===== src/rtl/mem_access_ctrl.sv =====
`default_nettype none
// ============================================================================
// Module   : mem_access_ctrl
// Brief    : MEM-stage load/store sequencer onto a valid/ready data bus, with
//            lane steering, load extension, alignment and timeout detection.
// Revision : 1.0 - initial release
// ============================================================================
module mem_access_ctrl #(
    parameter int TIMEOUT = 16
) (
    input  logic        clk,
    input  logic        reset,
    input  logic        req_valid,
    input  logic        req_we,
    input  logic [1:0]  ls_op,
    input  logic        req_sign,
    input  logic [31:0] req_addr,
    input  logic [31:0] req_wdata,
    output logic        stall,
    output logic [31:0] rdata,
    output logic        rdata_valid,
    output logic        err_align,
    output logic        err_timeout,
    output logic        bus_valid,
    output logic        bus_we,
    output logic [31:0] bus_addr,
    output logic [3:0]  bus_byteen,
    output logic [31:0] bus_wdata,
    input  logic        bus_ready,
    input  logic [31:0] bus_rdata
);

    localparam logic [1:0] c_IDLE = 2'd0;
    localparam logic [1:0] c_BUSY = 2'd1;
    localparam logic [1:0] c_DONE = 2'd2;
    localparam logic [7:0] c_LAST = 8'(TIMEOUT - 1);

    logic [1:0]  r_state;
    logic [7:0]  r_cnt;
    logic [1:0]  r_op;
    logic        r_sign;
    logic [1:0]  r_off;

    logic        w_aligned;
    logic [3:0]  w_byteen;
    logic        w_accept;
    logic        w_misalign;
    logic [31:0] w_shifted;
    logic [31:0] w_load;

    always_comb begin
        w_aligned = 1'b1;
        w_byteen  = 4'b0000;
        case (ls_op)
            2'b01: begin
                w_aligned = ~req_addr[0];
                w_byteen  = req_addr[1] ? 4'b1100 : 4'b0011;
            end
            2'b10: begin
                w_aligned = 1'b1;
                w_byteen  = 4'b0001 << req_addr[1:0];
            end
            default: begin
                w_aligned = (req_addr[1:0] == 2'b00);
                w_byteen  = 4'b1111;
            end
        endcase
        if (!req_we) begin
            w_byteen = 4'b0000;
        end
    end

    assign w_accept   = (r_state == c_IDLE) && req_valid && w_aligned;
    assign w_misalign = (r_state == c_IDLE) && req_valid && !w_aligned;

    // Bring the addressed byte/half down to bit 0 before extending it.
    assign w_shifted = bus_rdata >> {r_off, 3'b000};

    always_comb begin
        w_load = bus_rdata;
        case (r_op)
            2'b01:   w_load = {{16{r_sign & w_shifted[15]}}, w_shifted[15:0]};
            2'b10:   w_load = {{24{r_sign & w_shifted[7]}}, w_shifted[7:0]};
            default: w_load = bus_rdata;
        endcase
        if (bus_we) begin
            w_load = 32'd0;
        end
    end

    assign bus_valid   = (r_state == c_BUSY);
    assign rdata_valid = (r_state == c_DONE);
    // Gated by reset so the pipeline is released while reset is held.
    assign stall       = reset && (w_accept || (r_state == c_BUSY));

    always_ff @(posedge clk or negedge reset) begin
        if (!reset) begin
            r_state     <= c_IDLE;
            r_cnt       <= 8'd0;
            r_op        <= 2'b00;
            r_sign      <= 1'b0;
            r_off       <= 2'b00;
            rdata       <= 32'd0;
            err_align   <= 1'b0;
            err_timeout <= 1'b0;
            bus_we      <= 1'b0;
            bus_addr    <= 32'd0;
            bus_byteen  <= 4'b0000;
            bus_wdata   <= 32'd0;
        end else begin
            err_align   <= w_misalign;
            err_timeout <= 1'b0;
            case (r_state)
                c_IDLE: begin
                    if (w_accept) begin
                        bus_we     <= req_we;
                        bus_addr   <= {req_addr[31:2], 2'b00};
                        bus_byteen <= w_byteen;
                        bus_wdata  <= req_wdata << {req_addr[1:0], 3'b000};
                        r_op       <= ls_op;
                        r_sign     <= req_sign;
                        r_off      <= req_addr[1:0];
                        r_cnt      <= 8'd0;
                        r_state    <= c_BUSY;
                    end
                end
                c_BUSY: begin
                    if (bus_ready) begin
                        rdata   <= w_load;
                        r_cnt   <= 8'd0;
                        r_state <= c_DONE;
                    end else if (r_cnt == c_LAST) begin
                        rdata       <= 32'd0;
                        err_timeout <= 1'b1;
                        r_cnt       <= 8'd0;
                        r_state     <= c_IDLE;
                    end else begin
                        r_cnt <= r_cnt + 8'd1;
                    end
                end
                c_DONE: begin
                    r_state <= c_IDLE;
                end
                default: begin
                    r_state <= c_IDLE;
                end
            endcase
        end
    end

endmodule
`default_nettype wire


===== config.mk =====
export PLATFORM = sky130hd
export DESIGN_NAME = mem_access_ctrl
export DESIGN_NICKNAME = d
export VERILOG_FILES = /design/src/rtl/mem_access_ctrl.sv
export SDC_FILE = /design/constraint.sdc
export NUM_CORES = 1
export LEC_CHECK = 0
export ABC_AREA = 1
export CORE_MARGIN = 4
export CORE_UTILIZATION = 45
export CTS_BUF_LIST = sky130_fd_sc_hd__clkbuf_16
export DETAILED_ROUTE_END_ITERATION = 8
export PLACE_DENSITY = 0.83
export SKIP_LAST_GASP = 1
export SYNTH_ARGS = -nofsm -noshare
export SYNTH_HDL_FRONTEND = slang
export SYNTH_SLANG_ARGS = --single-unit

===== constraint.sdc =====
create_clock -name clk -period 1.66 [get_ports clk]
set_input_delay 0.332 -clock clk [delete_from_list [all_inputs] [get_ports clk]]
set_output_delay 0.332 -clock clk [all_outputs]
set_load 0.03 [all_outputs]

* Word-level counts from Yosys, hierarchy flattened
Cells that the tools add are included.
** Cells by class
- Add/sub/neg operators :: 1
- Equality and inequality tests :: 9
- Shift operators :: 3
- Mux-type cells :: 19
- Bitwise operators :: 3
- Reductions and logical operators :: 14
** Operators with widths (count)
- 32-bit two-way mux :: 3
- 32-bit one-hot mux with 2 select lines :: 1
- 32-bit by 5-bit left shift with 32-bit output :: 1
- 32-bit by 5-bit right shift with 16-bit output :: 1
- 8-bit two-way mux :: 3
- 8-bit one-hot mux with 2 select lines :: 1
- 8-bit by 1-bit adder with 8-bit output, second input constant :: 1
- 8-bit by 4-bit equality test with 1-bit output, second input constant :: 1
- 4-bit two-way mux :: 2
- 4-bit one-hot mux with 2 select lines :: 1
- 2-bit AND reduction :: 4
- 2-bit by 1-bit equality test with 1-bit output, second input constant :: 3
- 2-bit equality test, second input constant :: 3
- 2-bit two-way mux :: 3
- 1-bit logical AND :: 4
- 2-bit zero test :: 2
- 2-bit one-hot mux with 2 select lines :: 1
- 2-bit nonzero test :: 2
- 1-bit by 2-bit left shift with 4-bit output, first input constant :: 1
- 1-bit two-way mux :: 3
- 3-bit by 1-bit != test with 1-bit output, second input constant :: 1
- 1-bit AND :: 2
- 2-bit != test, second input constant :: 1
- 1-bit one-hot mux with 2 select lines :: 1
- other kinds (3) :: 3
** Storage, ports and cells
- Flip-flop bits (word level) :: 116

* Depth between registers and ports, before layout
- Depth after elaboration :: 5
- Depth in mapped cells :: 10

* Worst setup path after synthesis
Ideal clock, no wire load.
- Path kind :: in2out
- From :: input ls_op[0]
- To :: output stall
- Arrival time :: 1599 ps
- Data required time :: 1328 ps
- Path slack :: -271 ps
- Stages :: 8
- Buffers on the path :: 0
- Path through :: inv_1 -> ha_1 -> inv_1 -> nand3_1 -> nand3_4 -> nand2_2 -> inv_1 -> nor2_1
** On the way
- Longest elaborated chain between the ends :: 5
- Elaborated cells between the ends (all ways) :: 6
- Classes of those cells :: eq/ne: 2; mux: 1; reduce/logical: 3
** RTL lines
- start: declaration :: line 15 : input logic [1:0] ls_op,
- 2-bit equality test or 2-bit by 1-bit equality test with 1-bit output (tied branches) :: line 54 : case (ls_op)
- 1-bit one-hot mux with 2 select lines * :: line 54
- 1-bit logical AND * :: line 73 : assign w_accept = (r_state == c_IDLE) && req_valid && w_aligned;
- 1-bit logical OR * :: line 94 : assign stall = reset && (w_accept || (r_state == c_BUSY));
- 1-bit logical AND * :: line 94
- end: declaration :: line 19 : output logic stall,
Mark *: on every way between the ends. The rest lies on a longest branch, timed or not.

* Worst setup path after layout
- From :: register r_state[0]
- To :: output stall
** On the way
- Longest elaborated chain between the ends :: 5
- Elaborated cells between the ends (all ways) :: 6
- Classes of those cells :: eq/ne: 1; reduce/logical: 5
** RTL lines
- start: declaration :: line 38 : logic [1:0] r_state;
- start signal: assignment :: line 98 : r_state <= c_IDLE;
- start signal: assignment :: line 124 : r_state <= c_BUSY;
- start signal: assignment :: line 131 : r_state <= c_DONE;
- 2-bit zero test :: line 73
- 1-bit logical AND (2 in a row) :: line 73
- 1-bit logical OR * :: line 94
- 1-bit logical AND * :: line 94
Marked as above.

==> flow_summary_export.csv <==
group,metric,value,unit
pwr,clkPwrFrac,0.254,
logic_synthesis,synth_commonest_cells,"364 x nand2_1, 116 x dfrtp_1, 60 x inv_1, 53 x o21ai_0, 35 x a21oi_1",
placed_design,placed_area,8460,um^2
cts,postCtsHoldBufs,0,
logic_synthesis,ys_seq_elements,116,
logic_synthesis,yosysWarnings,0,
cts,cts_made_buffers,17,
logic_synthesis,netlist_instances,772,
critical_path,setup.worst_path.class,"flip-flop to output pin",
logic_synthesis,yosysUniqueCellTypes,32,
critical_path,reg2reg_depth,8,
timing,finClkSkew,0.0102,ns
timing,tightest_slew,0.640,ns
pwr,p_per_area,1680,nW/um^2
routing,wl,19200,um
critical_path,crit_fanout,2,
critical_path,required,1.33,ns
placed_design,port_buffers,207,
cells_and_area,fillerInstances,1031,
status,violations,"negative setup slack",
cts,clk_pin_slew,0.06,ns
die,num_io_pins,210,
critical_path,ff2ff_setup_slack,0.04,ns
global_routing,grt_usage,0.263,
global_routing,grt_pass1_wl,30400,um
routing,drt_iter0_markers,514,
global_routing,grt_overflow,0,
min_path,min_path_type,"input pin to async pin",
cells_and_area,final_area,9030,um^2
cts,clockBufferDepth,2,
logic_synthesis,synth_top_area_cell,"dfrtp_1",
timing,max_slew_margin,0.573,
routing,wl_per_cell,15.9,um
die,design.core.area,12700,um^2
cts,cts_tree,"done",
timing,fin_crit,1.97,ns
critical_path,arrival,1.64,ns
placed_design,dp_slack,-0.512,ns
cts,htreeDepth,4,
cells_and_area,drive_gt1_frac,0.125,
critical_path,cp-end-kind,"output pin",
logic_synthesis,netlist_top_cells_area,"dfrtp_1 50%, nand2_1 23%, o21ai_0 4.5%, inv_1 3.9%, a21oi_1 3.0%",
timing,finalCritPeriodShare,1.19,
critical_path,r2r-end,"bus_wdata[3]$_DFFE_PN0P_",
cts,cts_root_buf,"clkbuf_16",
placed_design,hpwlAfterDp,13300,um
cells_and_area,nNetsFinal,1131,
timing,drv_slew,0,
logic_synthesis,synth-edff-count,0,
status,status,"finished with violations",
logic_synthesis,ys.flop_type,"dfrtp_1",
routing,drc,0,
timing,rsz0062_at_grt,"true",
die,die_w,122,um
critical_path,rr_startpoint,"r_state[0]$_DFFE_PN0P_",
pwr,seq_power_share,0.294,
logic_synthesis,async_reset_ff_frac,1.00,
logic_synthesis,yosys.cell_count.top_type,"nand2_1",
routing,num_vias,6168,
pwr,leakagePower,4.84,nW
timing,setup_viol,1,
logic_synthesis,synth_area_per_cell,7.57,um^2
pwr,p_comb_frac,0.452,
run,drv_cap,0,
placed_design,gp_congestion,0.935,
logic_synthesis,seq_area_frac_synth,0.497,
cells_and_area,diodes,0,
routing,first_pass_iters,5,
critical_path,critPathLaunchType,"flip-flop",
pwr,intPower,8.69,mW
cts,clock_sinks,116,
cts,clock_latency,0.42,ns
routing,viasPerCell,5.11,
die,die_area,14900,um^2
timing,fin_ws,-0.311,ns
global_routing,grt_pass1_vias,6231,
die,initial_core_util,0.461,
global_routing,antenna_found_initial,0,
pwr,ir_worst_vdd,0.00100,V
cells_and_area,syn_to_final_growth,54.6,%
timing,hold_viol,0,
routing,antenna_left,0,
timing,max_freq,507,MHz
timing,finalSetupTns,-0.311,ns
die,die_y,122,um
logic_synthesis,synth_top_area_frac,0.497,
global_routing,grt_max_degree,117,
die,rows,41,
pwr,switching_share,0.426,
pwr,p_sw,6.44,mW
logic_synthesis,synth_area,5840,um^2
[layer usage]
| metal | track usage | vias to the layer above | share of wire |
|---|---|---|---|
| met5 | 0 | - | 0 |
| met3 | 0.105 | 48 | 0.11 |
| met4 | 0.113 | 0 | 0.029 |
| met1 | 0.309 | 2850 | 0.38 |
| li1 | - | 2945 | - |
| met2 | 0.428 | 325 | 0.48 |
[power by group through the flow]
stage          combinational [mW]  clock [mW]  sequential [mW]
2_1_floorplan                2.31           0             6.27
4_1_cts                      6.81        3.86             4.45
3_3_place_gp                 7.27           0             4.47
5_1_grt                      7.45        4.02             4.58
6_report                     6.84        3.84             4.45
3_5_place_dp                 7.39           0             4.48
[kinds of logic (layout without fill, tap and decap cells)]
family | Yosys count | count (layout) | share of synthesized area
DFF | 116 | 116 | 0.497
buffers and inverters | 101 | 363 | 0.0784
other | 1 | 2 | 0.000642
xor gates and xnor gates | 1 | 1 | 0.00150
and+or+nand+nor | 408 | 408 | 0.274
adders and majority gates | 5 | 5 | 0.0107
AOI/OAI and AO/OA | 140 | 140 | 0.138
[worst max path at each step]
stage,startpoint,end,slack (ns)
detailed placement,ls_op[0],stall,-0.51
global route,r_state[0]$_DFFE_PN0P_,stall,-0.36
finish,r_state[0]$_DFFE_PN0P_,stall,-0.31
floorplan,ls_op[0],stall,0.03
global placement,ls_op[0],stall,-0.48
CTS,r_state[0]$_DFFE_PN0P_,stall,-0.28
[flip-flops by register name (all words and copies together), names as in the netlist]
signal / count
bus_wdata: 32
bus_byteen: 4
err_align: 1
r_state: 2
r_sign: 1
r_op: 2
err_timeout: 1
bus_we: 1
bus_addr: 30
r_off: 2
r_cnt: 8
rdata: 32
[critical path, stage by stage, from the launching register on]
cell,delay (ns)
dfrtp_1,0.40
nor3_2,0.24
buf_4,0.17
nand3_4,0.09
nand2_4,0.08
inv_4,0.04
nor2_4,0.07
buf_6,0.13
[through the flow]
stage / hold WS (ns) / power [mW] / std cells / utilization
5_1_grt: 0.0711 / 16.0 / 1207 / 0.713
3_5_place_dp: 0.462 / 11.9 / 1171 / 0.668
6_report: 0.00291 / 15.1 / 1207 / 0.713
4_1_cts: 0.0685 / 15.1 / 1206 / 0.709
2_1_floorplan: 0.0364 / 8.58 / 773 / -
3_3_place_gp: 0.454 / 11.7 / 1171 / 0.668
[final cells by class]
type	count	area (um^2)	share of cell area
Clock buffer	17	425	0.0471
Clock inverter	15	190	0.0211
Inverter	64	248	0.0274
Multi-Input combinational cell	556	2550	0.283
Sequential cell	116	2900	0.322
Tap cell	172	215	0.0238
Timing Repair Buffer	267	2490	0.276
[what timing repair did]
action,in CTS,in global routing
resized for setup,110,16
pin swaps,4,0
buffers inserted,3,1
endpoints found under the hold margin,0,0
setup endpoints to repair,106,76
[cells in the final DEF, fill, tap and decap left out, drive strengths merged, types with 8 or more instances in the layout]
cell type	netlist	layout
a22oi	8	8
dlygate4sd2	0	104
inv	64	67
clkbuf	9	17
buf	28	64
nand2	367	367
nand3	22	22
nor2	15	15
dfrtp	116	116
o21ai	76	76
a21oi	35	35
clkdlybuf4s50	0	99
o211ai	15	15
No activity file was read; power rests on OpenSTA's default activity.
